[config.mk]
export PLATFORM = sky130hd
export DESIGN_NAME = divider_arbiter
export DESIGN_NICKNAME = d
export VERILOG_FILES = /design/src/rtl/divider_pkg.sv /design/src/rtl/Four_Bit_Divider.sv /design/src/rtl/divider_arbiter.sv
export SDC_FILE = /design/constraint.sdc
export NUM_CORES = 1
export LEC_CHECK = 0
export ABC_AREA = 1
export BUFFER_PORTS_ARGS = -buffer_cell sky130_fd_sc_hd__buf_4
export CAP_MARGIN = 20
export CORE_UTILIZATION = 52
export CTS_BUF_LIST = sky130_fd_sc_hd__clkbuf_8
export DETAILED_ROUTE_END_ITERATION = 12
export HOLD_SLACK_MARGIN = 0.15
export PLACE_DENSITY = 0.88
export SYNTH_ARGS = -nofsm -noshare
export SYNTH_HDL_FRONTEND = slang
export SYNTH_SLANG_ARGS = --single-unit
[constraint.sdc]
create_clock -name Clock -period 4.8 [get_ports Clock]
set_input_delay 0.48 -clock Clock [delete_from_list [all_inputs] [get_ports Clock]]
set_output_delay 0.48 -clock Clock [all_outputs]
set_load 0.05 [all_outputs]
[src/rtl/divider_pkg.sv]
// Shared types and constants for the divider arbiter and its datapath.
package divider_pkg;

   localparam int unsigned DIV_W = 4;
   localparam int unsigned CNT_W = 3;
   localparam logic [DIV_W-1:0] DBZ_QUOTIENT = 4'hF;

   typedef enum logic [1:0] {
      DIV_IDLE    = 2'd0,
      DIV_WAIT    = 2'd1,
      DIV_RESPOND = 2'd2
   } div_state_t;

endpackage

[src/rtl/Four_Bit_Divider.sv]
// Combinational restoring divider; outputs forced to zero while Reset is low.
module Four_Bit_Divider
   import divider_pkg::*;
(
   input  logic             Reset,
   input  logic [DIV_W-1:0] Dividend,
   input  logic [DIV_W-1:0] Divisor,
   output logic [DIV_W-1:0] Quotient,
   output logic [DIV_W-1:0] Remainder
);

   logic [DIV_W:0]   w_rem;
   logic [DIV_W-1:0] w_dvd;
   logic [DIV_W-1:0] w_quo;

   // One restoring step per dividend bit, MSB first.
   always_comb begin
      w_rem = '0;
      w_dvd = Dividend;
      w_quo = '0;
      for (int i = 0; i < int'(DIV_W); i++) begin
         w_rem = {w_rem[DIV_W-1:0], w_dvd[DIV_W-1]};
         w_dvd = {w_dvd[DIV_W-2:0], 1'b0};
         if (w_rem >= {1'b0, Divisor}) begin
            w_rem = w_rem - {1'b0, Divisor};
            w_quo = {w_quo[DIV_W-2:0], 1'b1};
         end else begin
            w_quo = {w_quo[DIV_W-2:0], 1'b0};
         end
      end
   end

   assign Quotient  = Reset ? w_quo : '0;
   assign Remainder = Reset ? w_rem[DIV_W-1:0] : '0;

endmodule

[src/rtl/divider_arbiter.sv]
// Round-robin front-end sharing one combinational divider between two requesters,
// with programmable settling time and a valid/ready response channel.
module divider_arbiter
   import divider_pkg::*;
#(
   parameter int unsigned DIV_LATENCY = 1
) (
   input  logic             Clock,
   input  logic             Reset,
   input  logic [1:0]       Req_Valid,
   output logic [1:0]       Req_Ready,
   input  logic [DIV_W-1:0] Dividend0,
   input  logic [DIV_W-1:0] Divisor0,
   input  logic [DIV_W-1:0] Dividend1,
   input  logic [DIV_W-1:0] Divisor1,
   output logic             Rsp_Valid,
   input  logic             Rsp_Ready,
   output logic             Rsp_Id,
   output logic [DIV_W-1:0] Quotient,
   output logic [DIV_W-1:0] Remainder,
   output logic             Div_By_Zero
);

   div_state_t       r_state, w_state_nxt;
   logic             r_rr_ptr, w_rr_ptr_nxt;
   logic [CNT_W-1:0] r_wait_cnt, w_wait_cnt_nxt;
   logic [DIV_W-1:0] r_op_dividend, w_op_dividend_nxt;
   logic [DIV_W-1:0] r_op_divisor, w_op_divisor_nxt;
   logic             r_op_id, w_op_id_nxt;
   logic             r_rsp_valid, w_rsp_valid_nxt;
   logic             r_rsp_id, w_rsp_id_nxt;
   logic [DIV_W-1:0] r_quotient, w_quotient_nxt;
   logic [DIV_W-1:0] r_remainder, w_remainder_nxt;
   logic             r_dbz, w_dbz_nxt;
   logic [1:0]       w_grant;
   logic             w_gid;
   logic [DIV_W-1:0] w_div_q;
   logic [DIV_W-1:0] w_div_r;

   Four_Bit_Divider u_divider (
      .Reset     (Reset),
      .Dividend  (r_op_dividend),
      .Divisor   (r_op_divisor),
      .Quotient  (w_div_q),
      .Remainder (w_div_r)
   );

   // Next-state, arbitration and capture logic.
   always_comb begin
      w_state_nxt       = r_state;
      w_rr_ptr_nxt      = r_rr_ptr;
      w_wait_cnt_nxt    = r_wait_cnt;
      w_op_dividend_nxt = r_op_dividend;
      w_op_divisor_nxt  = r_op_divisor;
      w_op_id_nxt       = r_op_id;
      w_rsp_valid_nxt   = r_rsp_valid;
      w_rsp_id_nxt      = r_rsp_id;
      w_quotient_nxt    = r_quotient;
      w_remainder_nxt   = r_remainder;
      w_dbz_nxt         = r_dbz;
      w_grant           = 2'b00;
      w_gid             = 1'b0;

      case (r_state)
         DIV_IDLE: begin
            if (Req_Valid == 2'b11) w_grant = r_rr_ptr ? 2'b10 : 2'b01;
            else                    w_grant = Req_Valid;
            w_gid = w_grant[1];
            if (w_grant != 2'b00) begin
               w_op_dividend_nxt = w_gid ? Dividend1 : Dividend0;
               w_op_divisor_nxt  = w_gid ? Divisor1  : Divisor0;
               w_op_id_nxt       = w_gid;
               w_wait_cnt_nxt    = CNT_W'(DIV_LATENCY - 1);
               w_rr_ptr_nxt      = ~w_gid;
               w_state_nxt       = DIV_WAIT;
            end
         end
         DIV_WAIT: begin
            if (r_wait_cnt == '0) begin
               // Zero divisor is answered locally; the divider result is ignored.
               if (r_op_divisor == '0) begin
                  w_quotient_nxt  = DBZ_QUOTIENT;
                  w_remainder_nxt = r_op_dividend;
                  w_dbz_nxt       = 1'b1;
               end else begin
                  w_quotient_nxt  = w_div_q;
                  w_remainder_nxt = w_div_r;
                  w_dbz_nxt       = 1'b0;
               end
               w_rsp_id_nxt    = r_op_id;
               w_rsp_valid_nxt = 1'b1;
               w_state_nxt     = DIV_RESPOND;
            end else begin
               w_wait_cnt_nxt = r_wait_cnt - CNT_W'(1);
            end
         end
         DIV_RESPOND: begin
            if (Rsp_Ready) begin
               w_rsp_valid_nxt = 1'b0;
               w_state_nxt     = DIV_IDLE;
            end
         end
         default: begin
            w_state_nxt = DIV_IDLE;
         end
      endcase
   end

   always_ff @(posedge Clock) begin
      if (!Reset) begin
         r_state       <= DIV_IDLE;
         r_rr_ptr      <= 1'b0;
         r_wait_cnt    <= '0;
         r_op_dividend <= '0;
         r_op_divisor  <= '0;
         r_op_id       <= 1'b0;
         r_rsp_valid   <= 1'b0;
         r_rsp_id      <= 1'b0;
         r_quotient    <= '0;
         r_remainder   <= '0;
         r_dbz         <= 1'b0;
      end else begin
         r_state       <= w_state_nxt;
         r_rr_ptr      <= w_rr_ptr_nxt;
         r_wait_cnt    <= w_wait_cnt_nxt;
         r_op_dividend <= w_op_dividend_nxt;
         r_op_divisor  <= w_op_divisor_nxt;
         r_op_id       <= w_op_id_nxt;
         r_rsp_valid   <= w_rsp_valid_nxt;
         r_rsp_id      <= w_rsp_id_nxt;
         r_quotient    <= w_quotient_nxt;
         r_remainder   <= w_remainder_nxt;
         r_dbz         <= w_dbz_nxt;
      end
   end

   // Grant is suppressed while in reset so no requester sees a false accept.
   assign Req_Ready   = Reset ? w_grant : 2'b00;
   assign Rsp_Valid   = r_rsp_valid;
   assign Rsp_Id      = r_rsp_id;
   assign Quotient    = r_quotient;
   assign Remainder   = r_remainder;
   assign Div_By_Zero = r_dbz;

endmodule

==> results of run 1 <==
[final cells by class]
type,instances,area share [%]
Multi-Input combinational cell,175,53.2
Sequential cell,26,21.1
Timing Repair Buffer,46,13.9
Inverter,46,7.25
Tap cell,46,2.32
Clock buffer,4,2.22
[synth_stat cells]
cell type	number	area, µm²
a211oi_1	2	15.0
a21o_1	1	7.51
a21oi_1	11	55.1
a21oi_2	3	26.3
a22oi_1	2	15.0
a31oi_1	1	6.26
buf_2	1	5.00
clkbuf_1	1	3.75
dfxtp_1	26	521
fa_1	3	60.1
ha_1	16	200
inv_1	42	158
inv_2	4	15.0
nand2_1	36	135
nand2_2	5	31.3
nand2_4	2	22.5
nand3_1	12	60.1
nand3_2	6	60.1
nand3_4	2	35.0
nand3b_1	3	22.5
nor2_1	25	93.8
nor2_2	3	18.8
nor2_4	2	22.5
nor3_1	1	5.00
nor3_2	2	20.0
o211ai_1	3	22.5
o21a_1	1	7.51
o21ai_0	15	75.1
o21ai_2	5	43.8
o221ai_1	2	17.5
o22ai_1	3	18.8
or2_1	1	6.26
xnor2_1	2	17.5
xor2_1	5	43.8
[worst min-delay path by stage]
stage                 endpoint  depth (start not counted)
3_5_place_dp     r_wait_cnt[0]                          1
5_1_grt        r_op_divisor[3]                          3
3_3_place_gp         Rsp_Valid                          2
4_1_cts        r_op_divisor[3]                          3
6_report       r_op_divisor[3]                          3
2_1_floorplan          r_op_id                          2
[timing repair]
item | 4_1_cts | 5_1_grt
pin swaps | 2 | 21
resized for setup | 5 | 32
setup buffers | 0 | 7
endpoints found under the setup margin | 4 | 5
cloned | 0 | 0
[cell families after synthesis]
group                    Yosys count  synth area share [%]
AO/OA/AOI/OAI                     49                  16.6
XOR/XNOR                           7                  3.28
adder cells (fa/ha/maj)           19                  13.9
buffers and inverters             48                  9.72
flip-flops                        26                  27.9
AND/OR/NAND/NOR                  100                  28.6
[cells in the final DEF (no fill, tap or decap), types with 3 or more instances in the layout]
master	count
nand2_1	30
o211ai_1	3
ha_1	11
nand3_1	11
nand3_4	3
xor2_1	5
o21ai_2	5
dfxtp_1	25
ha_4	5
inv_4	3
nand2_4	4
buf_4	46
clkbuf_8	4
nor2_2	4
a21oi_2	3
nor2_4	3
o21ai_0	14
o22ai_1	3
inv_2	4
nand3b_1	3
nand3_2	6
nand2_2	8
fa_1	3
a21oi_1	9
inv_1	39
nor2_1	23
[layer usage]
metal | up-vias | GRT usage [%] | part of all wire [%]
met5 | - | 0 | 0
met4 | 0 | 7.30 | 2.3
met3 | 12 | 4.35 | 4.1
met2 | 57 | 38.6 | 51
met1 | 822 | 29.4 | 43
li1 | 910 | - | -
[sequential cells by signal, summed over array words and instances (netlist names)]
register / cells
Rsp_Valid: 1
Div_By_Zero: 1
Rsp_Id: 1
r_op_id: 1
r_op_dividend: 4
Quotient: 4
r_rr_ptr: 1
r_wait_cnt: 3
r_state: 2
r_op_divisor: 4
Remainder: 4
[metrics by stage]
stage	cells	setup slack, ns	util, %
after global routing	343	-0.215	73.3
after CTS	336	0.0114	67.5
after global placement	332	0.177	65.2
after detailed placement	332	-0.0794	65.2
final	343	0.100	73.3
after floorplan	249	0.321	-
[tightest hold or removal path, cell delays in order]
cell and delay (ns):
buf_4 0.08, nand2_1 0.04, o211ai_1 0.06
==> results.tsv, run 1 <==
metric	value	unit
cts_tree	done	
setup_viol	0	
portBuffers	33	
status	complete, no violations	
finalNetCount	338	
min_path_type	input pin to register	
yosysWarningCount	0	
worst-path-buf-inv	3	
grt_usage	22.8	%
dr.pass1.iters	4	
crit_slowest_cell	dfxtp_4	
path_class	register to register	
gr-total-overflow	0	
fill_cells	241	
grt_max_degree	17	
fin_area	2480	µm²
synth_nets	289	
grt_pass1_wl	6.29	mm
fin_crit_sh	97.9	%
num_rows	21	
seq_area_frac_synth	27.9	%
final_max_slew_viol_count	0	
routed_wl	4.51	mm
skew	0.00795	ns
crit_end	Remainder[3]	
die_width	61.9	µm
min-delay-start	Divisor1[3]	
wl_per_cell	13.2	µm
drv_cap	0	
hold_ws	0.424	ns
max_clock_freq	0.213	GHz
die_y	61.9	µm
path_max_fanout	6	
routed_via_density	5.25	
worstReg2RegStart	r_op_dividend[3]	
cts.clk_slew.worst_paths	0.09	ns
cp-start-kind	register	
ys_types	34	
finalHoldViolCount	0	
start_util	55.1	%
netlist_area	1870	µm²
multi_input_area	1320	µm²
worst-slew-pin-transition	0.502	ns
hold_buffers	0	
design.portCount	34	
htreeDepth	1	
grt_pass1_vias	1417	
num_antenna_cells	0	
rr_worst_depth	33	
synth_area_per_cell	7.50	µm²
min_period	4.70	ns
antenna_found_initial	0	
cp.depth	33	
drive_gt1_share	35.4	%
grt_setup_unrepaired	true	
dpl.hpwl	3.28	mm
clock_path_buffers	2	
gp_congestion	0.895	
place_area	2210	µm²
clk_latency	0.28	ns
fin_tns_setup	0	ns
ys_ff_latch	26	
worstReg2RegEnd	Remainder[3]	
root_buffer	clkbuf_8	
ant_nets	0	
drc	0	
drt_iter0_drc	99	
critical-path-max-stage-delay	0.39	ns
crit_path_end_kind	register	
final-seq-area	524	µm²
path_delay_family	simple AND/OR/NAND/NOR gates	
cp.arrival	4.93	ns
dieArea	3830	µm²
crit_start	r_op_dividend[3]	
area_growth	33.1	%
cp.required	5.03	ns
slew_headroom	66.5	%
postSynthCellCount	249	
r2r_setup_slack	0.10	ns
coreArea	3390	µm²
vias	1801	
clkSinkCount	26	
cts_buffers	3	
Power of run 1 is not shown: default switching activity piles up to over one toggle a cycle in this logic, so the estimate is an artifact.
==> run 2, diff against run 1 <==
CORE_UTILIZATION = 53   (was 52)
PLACE_DENSITY = 0.89   (was 0.88)
SYNTH_HIERARCHICAL = 1   (was not set)
==> results.tsv, run 2 <==
metric	value	unit
start_util	55.9	%
dr.pass1.iters	5	
ant_nets	0	
dpl.hpwl	3.72	mm
ys_top_cells_by_area	dfxtp_1 25%, nand2_1 14%, ha_1 9.7%, nand3_1 9.0%, nor2_1 6.9%	
place_area	2410	µm²
routed_wl	5.51	mm
setup_viol	0	
cts_tree	done	
worstReg2RegStart	r_op_dividend[3]	
worst-slew-pin-transition	0.449	ns
min_period	4.75	ns
grt_usage	24.8	%
num_rows	22	
worstReg2RegEnd	Remainder[1]	
fin_tns_setup	0	ns
finalNetCount	393	
synth_top_area_share	25.3	%
antenna_found_initial	0	
clk_latency	0.27	ns
ys.flop_type	dfxtp_1	
cp.arrival	4.92	ns
min_path_type	input pin to register	
ys_ff_latch	26	
cts.clk_slew.worst_paths	0.08	ns
ys_top_cells_by_count	79 x nand2_1, 38 x nor2_1, 37 x nand3_1	
gp_congestion	0.869	
drive_gt1_share	32.5	%
fin_area	2680	µm²
cp-start-kind	register	
grt_pass1_vias	1943	
synth_top_area_cell	dfxtp_1	
crit_start	r_op_dividend[3]	
yosysWarningCount	6	
routed_via_density	5.42	
area_growth	29.9	%
final_max_slew_viol_count	0	
post-route-util	72.6	%
coreArea	3690	µm²
rr_worst_depth	33	
synth_nets	344	
crit_path_end_kind	register	
path_class	register to register	
path_max_fanout	8	
drt_iter0_drc	126	
slew_headroom	70.1	%
cp.required	4.97	ns
drv_cap	0	
num_antenna_cells	0	
htreeDepth	1	
clock_path_buffers	2	
postSynthCellCount	304	
status	complete, no violations	
critical-path-max-stage-delay	0.34	ns
cts_buffers	3	
r2r_setup_slack	0.05	ns
portBuffers	33	
crit_slowest_cell	dfxtp_2	
skew	0.00252	ns
dieArea	4140	µm²
ys_types	29	
die_width	64.4	µm
seq_area_frac_synth	25.3	%
grt_pass1_wl	8.11	mm
vias	2161	
finalHoldViolCount	0	
synth_edf_count	0	
root_buffer	clkbuf_8	
yosysMostFrequentCell	nand2_1	
gr-total-overflow	0	
async_flop_share	0	%
min-delay-start	Divisor1[1]	
final_common_cell	nand2_1	
crit_end	Remainder[1]	
max_clock_freq	0.211	GHz
netlist_area	2060	µm²
design.portCount	34	
die_y	64.4	µm
wl_per_cell	13.8	µm
synth_area_per_cell	6.78	µm²
grt_max_degree	23	
final_cell_mix	69 x nand2_1, 49 x buf_4, 37 x nor2_1	
drc	0	
fin_crit_sh	98.9	%
clkSinkCount	26	
## run 2: changes by cell type in the layout (fill, tap and decap cells not counted), moves of 4 or more
cell	delta
inv_2	+5
o21ai_0	-8
nand2_2	+9
nand2_1	+39
inv_1	-5
nor2_1	+14
nand3_2	-4
nand3_1	+25
## run 2: cell type report
class	count	area [µm²]
Timing Repair Buffer	49	368
Fill cell	283	1010
Tap cell	48	60.1
Clock buffer	3	41.3
Sequential cell	26	526
Multi-Input combinational cell	228	1510
Inverter	45	174
## run 2: through the flow
| step | hold WS [ns] | worst slack, ns | cells |
|---|---|---|---|
| after floorplan | 0.426 | 0.300 | 304 |
| after global placement | 0.438 | 0.0894 | 390 |
| after detailed placement | 0.443 | -0.115 | 390 |
| after CTS | 0.403 | 0.00271 | 393 |
| after global routing | 0.400 | -0.180 | 399 |
| final | 0.404 | 0.0547 | 399 |
## run 2: worst max-delay path, delay by kind of cell, from the launching register on
kind	cells	cell delay, ns
compound gates	5	0.98
flops	1	0.34
buf+inv	7	0.54
fa+ha+maj	5	1.08
simple gates	16	1.66
## run 2: metal layers
layer | global-route usage (%) | share of wire, %
met1 | 31.1 | 40
met2 | 43.7 | 50
met3 | 5.00 | 8.7
met4 | 4.44 | 2.0
met5 | 0 | 0
## run 2: worst min-delay path by stage
stage	depth (start not counted)	endpoint
after detailed placement	2	r_wait_cnt[0]
after CTS	3	r_op_divisor[2]
final	3	r_op_divisor[1]
after global routing	3	r_op_divisor[1]
after floorplan	2	r_wait_cnt[1]
after global placement	2	r_wait_cnt[1]
## run 2: cell families after synthesis
group | share of synthesized area (%)
DFF | 25.3
buffers and inverters | 10.1
xor gates and xnor gates | 2.98
and+or+nand+nor | 41.6
adders and majority gates | 12.6
AOI/OAI and AO/OA | 7.47
## run 2: repair_timing
action	in CTS	in global routing
endpoints found under the hold margin	0	0
resized for setup	6	30
setup endpoints to repair	4	5
setup buffers	0	6
pin swaps	1	12
gates cloned	0	0
hold buffers	0	0
Power of run 2 is left out for the same reason.
==> run 3, diff against run 2 <==
BUFFER_PORTS_ARGS = -buffer_cell sky130_fd_sc_hd__clkbuf_2   (was -buffer_cell sky130_fd_sc_hd__buf_4)
TNS_END_PERCENT = 20   (was not set)
==> results.tsv, run 3 (synthesized netlist as in run 2, its figures left out) <==
metric	value	unit
preCtsSetupSlack	-0.0650	ns
cts_buffers	3	
top_layer	met4	
grt_pass1_vias	2050	
worst-slew-pin-transition	0.465	ns
critical-path-max-stage-delay	0.35	ns
clkSinkCount	26	
crit_top_cell	nand2_1	
setup_viol	0	
final_common_cell	nand2_1	
drc	0	
hold_buffers	0	
fill_cells	270	
min_path_type	input pin to register	
die_width	64.4	µm
path_max_fanout	8	
start_util	55.9	%
finalHoldViolCount	0	
final_cell_mix	70 x nand2_1, 35 x nand3_1, 34 x nor2_1	
cp-start-kind	register	
dr.pass1.iters	5	
crit_path_end_kind	register	
cp.arrival	4.95	ns
die_y	64.4	µm
routed_via_density	5.57	
portBuffers	33	
antenna_found_initial	0	
routed_wl	6.11	mm
setup_ws	0.0173	ns
hold_ws	0.411	ns
htreeDepth	1	
drt_iter0_drc	245	
max_clock_freq	0.209	GHz
finalNetCount	399	
cts_tree	done	
num_rows	22	
root_buffer	clkbuf_8	
ant_nets	0	
drive_gt1_share	35.2	%
vias	2261	
design.portCount	34	
slew_headroom	68.9	%
status	complete, no violations	
clk_latency	0.27	ns
grt_max_degree	23	
grt_usage	26.6	%
dieArea	4140	µm²
fin_crit_sh	99.6	%
final_max_slew_viol_count	0	
wl_met3	416	µm
coreArea	3690	µm²
met2WireLength	2.94	mm
cp.required	4.97	ns
wl_per_cell	15.0	µm
area_growth	26.7	%
dpl.hpwl	3.73	mm
gp_congestion	0.862	
dp.cells	388	
cts.clk_slew.worst_paths	0.09	ns
crit_slowest_cell	ha_1	
gr-total-overflow	0	
path_class	register to register	
skew	0.00293	ns
num_antenna_cells	0	
fin_area	2610	µm²
place_area	2310	µm²
min_period	4.78	ns
drv_cap	0	
clock_path_buffers	2	
drt-met1-wl	2.55	mm
fin_cells	406	
grt_pass1_wl	8.60	mm
## run 3: timing repair
action                                  4_1_cts  5_1_grt
endpoints found under the setup margin        4        5
buffers inserted                              0       14
gates resized for setup                       7       30
pin swaps                                     0       16
endpoints found under the hold margin         0        0
## run 3: worst max-delay path, delay by kind of cell, from the launching register on
| kind | cells | cell delay, ns |
|---|---|---|
| and+or+nand+nor | 22 | 1.98 |
| adders and majority gates | 5 | 1.20 |
| AOI/OAI and AO/OA | 5 | 0.76 |
| buffers and inverters | 7 | 0.39 |
| DFF | 1 | 0.33 |
## run 3: through the flow
step / util [%] / TNS [ns]
after global routing: 70.8 / -0.777
after detailed placement: 62.6 / -0.225
after floorplan: - / 0
final: 70.8 / 0
after CTS: 64.9 / 0
after global placement: 62.6 / 0
## run 3: final cells by class
type | instances | area (µm²) | share of cell area (%)
multi-input cells | 228 | 1470 | 56.3
inverters | 45 | 174 | 6.66
flip-flops and latches | 26 | 522 | 20.0
well taps | 48 | 60.1 | 2.30
clock buffers | 4 | 55.1 | 2.11
repair buffers | 55 | 330 | 12.6
## run 3: path summary, 6_finish.rpt
| path | slack (ns) | cells after the start | end | start |
|---|---|---|---|---|
| max | 0.02 | 39 | Remainder[2] | r_op_dividend[3] |
| min | 0.41 | 3 | r_op_dividend[2] | Dividend1[2] |
| min reg2reg | 0.46 | 2 | r_wait_cnt[0] | r_wait_cnt[0] |
| max reg2reg | 0.02 | 39 | Remainder[2] | r_op_dividend[3] |
## run 3: per-layer routing
layer	vias to the layer above	global-route usage, %
met2	125	45.1
met1	1039	31.1
met3	28	5.71
met5	-	0
met4	0	13.9
li1	1069	-
Power of run 3 is left out for the same reason.
